<file path="src/rtl/dmem_arbiter_pkg.sv">
// Shared types and defaults for the data-memory arbiter.
// FSM encodings live here together with the default latency and starvation limits.
package dmem_arbiter_pkg;

    typedef enum logic {
        ST_IDLE     = 1'b0,
        ST_AUX_BUSY = 1'b1
    } arb_state_e;

    localparam int unsigned DEF_MEM_LATENCY = 1;
    localparam int unsigned DEF_STARVE_MAX  = 8;
    localparam int unsigned LAT_W           = 4;
    localparam int unsigned STARVE_W        = 8;
    localparam int unsigned MASK_W          = 4;

endpackage

</file>
<file path="src/rtl/dmem_arbiter_starve_counter.sv">
// Saturating wait counter: counts up on inc_i, clears on clr_i, flags saturation at MAX.
module arb_starve_counter #(
    parameter int unsigned MAX = 8,
    parameter int unsigned W   = 8
) (
    input  logic clk,
    input  logic rst,
    input  logic inc_i,
    input  logic clr_i,
    output logic sat_o
);

    logic [W-1:0] cnt_q;

    assign sat_o = (cnt_q == W'(MAX));

    always_ff @(posedge clk) begin
        if (rst || clr_i) begin
            cnt_q <= '0;
        end else if (inc_i && !sat_o) begin
            cnt_q <= cnt_q + W'(1);
        end
    end

endmodule

</file>
<file path="src/rtl/dmem_arbiter.sv">
// CPU-priority arbiter sharing the data-memory port with one aux master.
// Optional performance counters are enabled with `define DMEM_ARB_PERF_EN.
module dmem_arbiter
    import dmem_arbiter_pkg::*;
#(
    parameter int unsigned ADDR_W      = 32,
    parameter int unsigned DATA_W      = 32,
    parameter int unsigned MEM_LATENCY = DEF_MEM_LATENCY,
    parameter int unsigned STARVE_MAX  = DEF_STARVE_MAX
) (
    input  logic              clk,
    input  logic              rst,
    input  logic [ADDR_W-1:0] cpu_addr_i,
    input  logic [DATA_W-1:0] cpu_wdata_i,
    input  logic              cpu_memwrite_i,
    input  logic              cpu_memread_i,
    input  logic [MASK_W-1:0] cpu_sign_mask_i,
    output logic [DATA_W-1:0] cpu_rdata_o,
    output logic              cpu_stall_o,
    input  logic              aux_req_i,
    input  logic              aux_we_i,
    input  logic [ADDR_W-1:0] aux_addr_i,
    input  logic [DATA_W-1:0] aux_wdata_i,
    input  logic [MASK_W-1:0] aux_sign_mask_i,
    output logic              aux_gnt_o,
    output logic              aux_rvalid_o,
    output logic [DATA_W-1:0] aux_rdata_o,
    output logic [ADDR_W-1:0] mem_addr_o,
    output logic [DATA_W-1:0] mem_wdata_o,
    output logic              mem_memwrite_o,
    output logic              mem_memread_o,
    output logic [MASK_W-1:0] mem_sign_mask_o,
    input  logic [DATA_W-1:0] mem_rdata_i
`ifdef DMEM_ARB_PERF_EN
    ,
    output logic [31:0]       perf_stall_cnt_o,
    output logic [15:0]       perf_force_cnt_o
`endif
);

    arb_state_e        state_q;
    logic [LAT_W-1:0]  lat_q;
    logic              aux_we_q;
    logic [ADDR_W-1:0] aux_addr_q;
    logic [DATA_W-1:0] aux_wdata_q;
    logic [MASK_W-1:0] aux_mask_q;
    logic              rvalid_q;
    logic [DATA_W-1:0] rdata_q;

    logic cpu_access;
    logic idle;
    logic busy;
    logic grant;
    logic starve_sat;

    assign cpu_access = cpu_memread_i | cpu_memwrite_i;
    assign idle       = (state_q == ST_IDLE);
    assign busy       = (state_q == ST_AUX_BUSY) & ~rst;
    // The CPU keeps the port unless the aux has waited the full starvation budget.
    assign grant      = idle & ~rst & aux_req_i & (~cpu_access | starve_sat);

    assign aux_gnt_o    = grant;
    assign cpu_stall_o  = busy;
    assign aux_rvalid_o = rvalid_q;
    assign aux_rdata_o  = rdata_q;

    arb_starve_counter #(
        .MAX (STARVE_MAX),
        .W   (STARVE_W)
    ) u_starve (
        .clk   (clk),
        .rst   (rst),
        .inc_i (idle & aux_req_i & ~grant),
        .clr_i (~aux_req_i | grant),
        .sat_o (starve_sat)
    );

    // Memory port mux: CPU pass-through by default, registered aux fields while busy.
    always_comb begin
        mem_addr_o      = cpu_addr_i;
        mem_wdata_o     = cpu_wdata_i;
        mem_memwrite_o  = cpu_memwrite_i & ~rst;
        mem_memread_o   = cpu_memread_i & ~rst;
        mem_sign_mask_o = cpu_sign_mask_i;
        cpu_rdata_o     = mem_rdata_i;
        if (busy) begin
            mem_addr_o      = aux_addr_q;
            mem_wdata_o     = aux_wdata_q;
            mem_memwrite_o  = aux_we_q;
            mem_memread_o   = ~aux_we_q;
            mem_sign_mask_o = aux_mask_q;
            cpu_rdata_o     = '0;
        end
    end

    always_ff @(posedge clk) begin
        if (rst) begin
            state_q  <= ST_IDLE;
            lat_q    <= '0;
            rvalid_q <= 1'b0;
            rdata_q  <= '0;
        end else begin
            rvalid_q <= 1'b0;
            case (state_q)
                ST_IDLE: begin
                    if (grant) begin
                        state_q <= ST_AUX_BUSY;
                        lat_q   <= LAT_W'(MEM_LATENCY - 1);
                    end
                end
                ST_AUX_BUSY: begin
                    if (lat_q == '0) begin
                        state_q  <= ST_IDLE;
                        rvalid_q <= 1'b1;
                        if (!aux_we_q) begin
                            rdata_q <= mem_rdata_i;
                        end
                    end else begin
                        lat_q <= lat_q - LAT_W'(1);
                    end
                end
                default: state_q <= ST_IDLE;
            endcase
        end
    end

    // Aux command capture; only meaningful while busy, so no reset needed.
    always_ff @(posedge clk) begin
        if (grant) begin
            aux_we_q    <= aux_we_i;
            aux_addr_q  <= aux_addr_i;
            aux_wdata_q <= aux_wdata_i;
            aux_mask_q  <= aux_sign_mask_i;
        end
    end

`ifdef DMEM_ARB_PERF_EN
    logic [31:0] stall_cnt_q;
    logic [15:0] force_cnt_q;

    always_ff @(posedge clk) begin
        if (rst) begin
            stall_cnt_q <= '0;
            force_cnt_q <= '0;
        end else begin
            if (cpu_stall_o) begin
                stall_cnt_q <= stall_cnt_q + 32'd1;
            end
            if (grant && cpu_access) begin
                force_cnt_q <= force_cnt_q + 16'd1;
            end
        end
    end

    assign perf_stall_cnt_o = stall_cnt_q;
    assign perf_force_cnt_o = force_cnt_q;
`endif

endmodule
</file>
<file path="config.mk">
export PLATFORM = sky130hd
export DESIGN_NAME = dmem_arbiter
export DESIGN_NICKNAME = d
export VERILOG_FILES = /design/src/rtl/dmem_arbiter_pkg.sv /design/src/rtl/dmem_arbiter_starve_counter.sv /design/src/rtl/dmem_arbiter.sv
export SDC_FILE = /design/constraint.sdc
export NUM_CORES = 1
export LEC_CHECK = 0
export BUFFER_PORTS_ARGS = -buffer_cell sky130_fd_sc_hd__buf_2
export CORE_ASPECT_RATIO = 1.1
export CORE_MARGIN = 1.5
export CORE_UTILIZATION = 35
export CTS_CLUSTER_DIAMETER = 40
export DETAILED_ROUTE_END_ITERATION = 16
export HOLD_SLACK_MARGIN = 0.12
export PLACE_DENSITY = 0.68
export SETUP_SLACK_MARGIN = 0.3
export SYNTH_ARGS = -nofsm -noshare
export SYNTH_HDL_FRONTEND = slang
export SYNTH_HIERARCHICAL = 1
export SYNTH_SLANG_ARGS = --single-unit
</file>
<file path="constraint.sdc">
create_clock -name clk -period 9.4 [get_ports clk]
set_input_delay 0.94 -clock clk [delete_from_list [all_inputs] [get_ports clk]]
set_output_delay 0.94 -clock clk [all_outputs]
set_load 0.1 [all_outputs]
</file>
* Yosys cells after proc, flatten, opt, wreduce, memory -nomap -nowiden *
Index checks and enable logic that the tools add are counted.

word-level totals
  bits in registers = 115
  bits of input ports = 174
  output and inout bits = 137
  logic and storage cells = 51

cells by class
  add/subtract/negate cells = 2
  equality and inequality tests = 3
  muxes and demuxes = 13
  bitwise logic cells = 17
  reductions and logical operators = 7

operator list
  operator                                                                 count
  32-bit two-way mux                                                       3
  4-bit two-way mux                                                        3
  8-bit by 1-bit adder with 8-bit output, second input constant            1
  1-bit bitwise AND                                                        8
  8-bit by 4-bit == test with 1-bit output, second input constant          1
  4-bit one-hot mux with 2 select lines                                    1
  1-bit NOT                                                                6
  1-bit two-way mux                                                        5
  4-bit zero test                                                          1
  4-bit by 1-bit subtractor with 4-bit output, second input constant       1
  1-bit OR                                                                 3
  3-bit AND reduction                                                      1
  2-bit by 1-bit inequality test with 1-bit output, second input constant  1
  2-bit inequality test, second input constant                             1
  1-bit one-hot mux with 2 select lines                                    1
  2-bit AND reduction                                                      1
  2-bit OR reduction                                                       1
  1-bit logical AND                                                        1
  1-bit zero test                                                          1
  1-bit logical OR                                                         1

* Depth between registers and ports, before layout *
  depth in word-level cells = 7
  gate-level depth with buffers = 10

* Modules after synthesis *
Netlist, hierarchy kept.

modules (own cells, without submodules)
  module              instances  cells each  area each (um^2)  seq. area each (um^2)
  dmem_arbiter        1          362         4559.4            2832.7
  arb_starve_counter  1          50          419.2             160.2

* Least setup slack after synthesis *
Ideal clock, no wire load.

  path kind = input to register
  from = input aux_req_i
  to = register u_starve.cnt_q[4]
  setup time = 0.121 ns
  data arrival time = 6.511 ns
  slack = 2.768 ns
  stages on the path = 7
  buffers on the path = 0
  cells stage by stage = nor2b_1 > nand2_1 > nor2_1 > nor2b_1 > nand4_1 > xor2_1 > nor2_1

on the way
  cells in the longest elaborated chain, start to end = 5
  elaborated cells on any way between the ends = 9
  those cells by class = bitwise: 7; reduce/logical: 2

RTL lines
  what                                line                               source
  start: declaration                  dmem_arbiter.sv:20                 input logic aux_req_i,
  1-bit bitwise AND (*) (2 in a row)  dmem_arbiter.sv:60                 assign grant = idle & ~rst & aux_req_i & (~cpu_access | starve_sat);
  named net aux_gnt_o                 dmem_arbiter.sv:25                 output logic aux_gnt_o,
  1-bit NOT                           dmem_arbiter.sv:73                 .inc_i (idle & aux_req_i & ~grant),
  1-bit bitwise AND                   dmem_arbiter.sv:73
  1-bit logical AND                   dmem_arbiter_starve_counter.sv:20  end else if (inc_i && !sat_o) begin
  end signal: assignment              dmem_arbiter_starve_counter.sv:21  cnt_q <= cnt_q + W'(1);
  end: declaration                    dmem_arbiter_starve_counter.sv:13  logic [W-1:0] cnt_q;

Mark *: on every way through the listed nets, which the timed path passes. The rest lies on a longest branch.
A chain may end at the register's enable or synchronous reset.

* Worst setup path in the final report *
  from = input rst
  to = output mem_sign_mask_o[3]

on the way
  cells in the longest elaborated chain, start to end = 3

RTL lines
  what                line                source
  start: declaration  dmem_arbiter.sv:12  input logic rst,
  1-bit NOT           dmem_arbiter.sv:58  assign busy = (state_q == ST_AUX_BUSY) & ~rst;
  1-bit bitwise AND   dmem_arbiter.sv:58
  4-bit two-way mux   dmem_arbiter.sv:86  if (busy) begin
  end: declaration    dmem_arbiter.sv:32  output logic [MASK_W-1:0] mem_sign_mask_o,

Every way passes these cells.

==> results.yml <==
worst_hold_path:
  hp-class: "reg2reg"
worst_setup_path:
  crit_start: "rst"
  path_class: "in2out"
  reg2reg_to: "u_starve/cnt_q[7]$_SDFFE_PP0P_"
  crit_fanout: 59
  reg2reg_depth: 11
  crit_path_end_kind: "output port"
  crit_path_start_kind: "input pin"
  r2r_slack_ns: 6.31
  crit_end: "mem_sign_mask_o[3]"
  reg2reg_from: "u_starve/cnt_q[0]$_SDFFE_PP0P_"
  required_ns: 8.46
  critPathArrivalTime_ns: 3.78
synth:
  synthMuxAreaShare_pct: 16.0
  synth_top_family_by_area: "multiplexers"
  yosys-top-cells-area: "edfxtp_1 42%, dfxtp_1 18%, mux2_2 15%"
  synth-seq-cells: 115
  synth_adder_area_share_pct: 1.01
  synth_cell_types: 34
  yosysTopAreaCellShare_pct: 41.6
  syn_avg_cell_area_um2: 12.1
  synth_xor_area_share_pct: 0.528
  synth_top_area_cell: "edfxtp_1"
  synth_cells: 412
  synth_compound_area_share_pct: 5.58
  synthSimpleGateAreaFrac_pct: 13.6
  yosys_warnings: 6
  syn_nets: 590
  syn_area_um2: 4980
  seq_area_frac_synth_pct: 60.1
timing:
  finalHoldViolCount: 0
  slew_headroom_pct: 17.3
  period_minus_slack_ns: 4.72
  worstMarginPinSlew_ns: 1.24
  clock_skew_ns: 0.0114
  setup_viol_count_final: 0
  fmax_mhz: 212
  tns_ns: 0
  timing.final.crit_share_pct: 50.2
  rsz0062_at_grt: "false"
  final_max_slew_viol_count: 0
power:
  leakage_nw: 3.16
  p_seq_share_pct: 35.3
  comb_power_share_pct: 20.0
  irDropWorstVdd_v: 0.0000876
  powerDensity_nw_per_um2: 211
  intPower_mw: 1.07
  p_clk_share_pct: 44.7
  power_switching_mw: 0.476
  swShare_pct: 30.8
global_routing:
  antenna_found_initial: 1
  grtUsageTotal_pct: 20.0
  grt-ovfl-total: 0
  grt_pass1_wl_mm: 22.2
  grt_pass1_vias: 4281
  grt_max_degree: 72
floorplanning:
  core_area_um2: 13900
  die_area_um2: 14900
  die_w_um: 117
  start_util_pct: 35.9
  die-height_um: 128
  ios: 311
  rows: 45
clocking:
  cts_tree: "built"
  clock_sinks: 115
  clock_latency_ns: 0.41
  cts_made_buffers: 17
  root_buffer: "clkbuf_16"
  cts_setup_buffers: 0
  cts_buffer_depth: 2
  cts-resized-gates: 0
  postCtsHoldBufs: 0
  htree_levels: 4
  clk_pin_slew_worst_paths_ns: 0.06
detailed_routing:
  routed_wl_mm: 15.5
  ant_nets: 0
  wire_per_inst_um: 16.8
  vias: 4324
  drt_pre_antenna_iters: 5
  drt_iter0_drc: 197
  drc: 0
  vias_per_cell: 4.68
finish:
  fin_nets: 897
  syn2layout_area_growth_pct: 47.3
  fill_cells: 1249
  multi_input_area_um2: 1850
  final_layout_size_suffix_gt1_share_pct: 57.5
  finalNonFillerCells: 923
  register_area_um2: 2990
placed_design:
  dp_hpwl_mm: 11.8
  dp.cells: 888
  port_buffers: 310
  gp_congestion: 0.887
run:
  max-cap-violations: 0
run_status:
  outcome: "finished, final reports clean"
[cell families after synthesis]
| kind of cell | after synthesis |
|---|---|
| xor+xnor | 3 |
| fa+ha+maj | 4 |
| compound gates | 50 |
| mux | 71 |
| flops | 115 |
| buf+inv | 32 |
| simple gates | 137 |
[registers in the layout (all words and copies together), names as in the netlist]
signal	cells
aux_addr_q	32
aux_mask_q	4
aux_rdata_o	32
aux_rvalid_o	1
aux_wdata_q	32
aux_we_q	1
lat_q	4
state_q	1
u_starve/cnt_q	8
[layer usage]
metal | GRT usage, % | up-vias | wire [um]
li1 | - | 2064 | -
met1 | 22.9 | 2020 | 6120
met2 | 34.6 | 211 | 7610
met3 | 7.09 | 29 | 1490
met4 | 6.80 | 0 | 273
met5 | 0 | - | 0
[worst min path at each step]
stage	end	startpoint	slack, ns	cells past startpoint
floorplan	lat_q[1]$_SDFFE_PP0P_	lat_q[1]$_SDFFE_PP0P_	0.44	2
global placement	aux_rdata_o[9]$_SDFFE_PP0P_	aux_rdata_o[9]$_SDFFE_PP0P_	0.44	2
detailed placement	aux_rdata_o[16]$_SDFFE_PP0P_	aux_rdata_o[16]$_SDFFE_PP0P_	0.44	2
CTS	aux_rdata_o[16]$_SDFFE_PP0P_	aux_rdata_o[16]$_SDFFE_PP0P_	0.45	2
global route	aux_rdata_o[16]$_SDFFE_PP0P_	aux_rdata_o[16]$_SDFFE_PP0P_	0.47	2
finish	aux_rdata_o[9]$_SDFFE_PP0P_	aux_rdata_o[9]$_SDFFE_PP0P_	0.45	2
[cell type report]
type / instances / area share, %
well taps: 188 / 3.21
inverters: 8 / 0.409
diodes: 3 / 0.102
flip-flops and latches: 115 / 40.8
repair buffers: 312 / 21.4
clock buffers: 23 / 7.45
multi-input cells: 265 / 25.2
clock inverters: 9 / 1.47
[cells in the mapped netlist (all sizes together)]
library cell and number:
nand2 75, edfxtp 69, mux2 68, dfxtp 46, a21oi 39, nor2b 35
buf 16, nor2 9, clkbuf 8, inv 8, o21ai 5, or3 5
ha 4, mux2i 3, nor3b 3, nand3 2, nand4 2, or3b 2
xor2 2, a211oi 1, a311o 1, a32oi 1, a41oi 1, and4 1
nand3b 1, o21bai 1, o31ai 1, or2 1, or4 1, xnor2 1
[cell usage in the layout, fill, tap and decap left out, types with 2 or more instances in the layout]
cell / instances
diode_2: 3
nor2_1: 8
xor2_1: 2
mux2i_1: 3
ha_1: 4
clkinvlp_4: 2
inv_4: 3
nand3_2: 2
clkbuf_16: 21
edfxtp_1: 69
nand4_1: 2
o21ai_0: 5
nand2_1: 75
a21oi_1: 39
or3_1: 4
dfxtp_1: 46
inv_1: 8
bufinv_16: 2
nor3b_1: 2
mux2_2: 68
nor2b_1: 34
buf_4: 2
buf_2: 310
[power groups by stage]
stage | clock network (mW) | logic [mW] | registers, mW
finish | 0.691 | 0.309 | 0.546
global route | 0.723 | 0.319 | 0.547
CTS | 0.705 | 0.310 | 0.546
detailed placement | 0 | 0.309 | 0.557
global placement | 0 | 0.307 | 0.556
floorplan | 0 | 0.228 | 0.564
[critical path, cell delays in order]
cell and delay (ns):
buf_2 0.36, nor2b_4 0.99, buf_4 0.69, mux2_2 0.42, buf_2 0.29
[per-stage QoR]
step	cell area [um^2]	util [%]	hold WS, ns	power [mW]	setup slack, ns
floorplan	4980	-	0.441	0.791	2.77
global placement	6670	48.2	0.441	0.863	4.80
detailed placement	6670	48.2	0.444	0.866	4.67
CTS	7330	52.9	0.451	1.56	4.67
global route	7330	52.9	0.466	1.59	4.50
finish	7330	53.0	0.449	1.55	4.68
(Power assumes the default switching activity.)
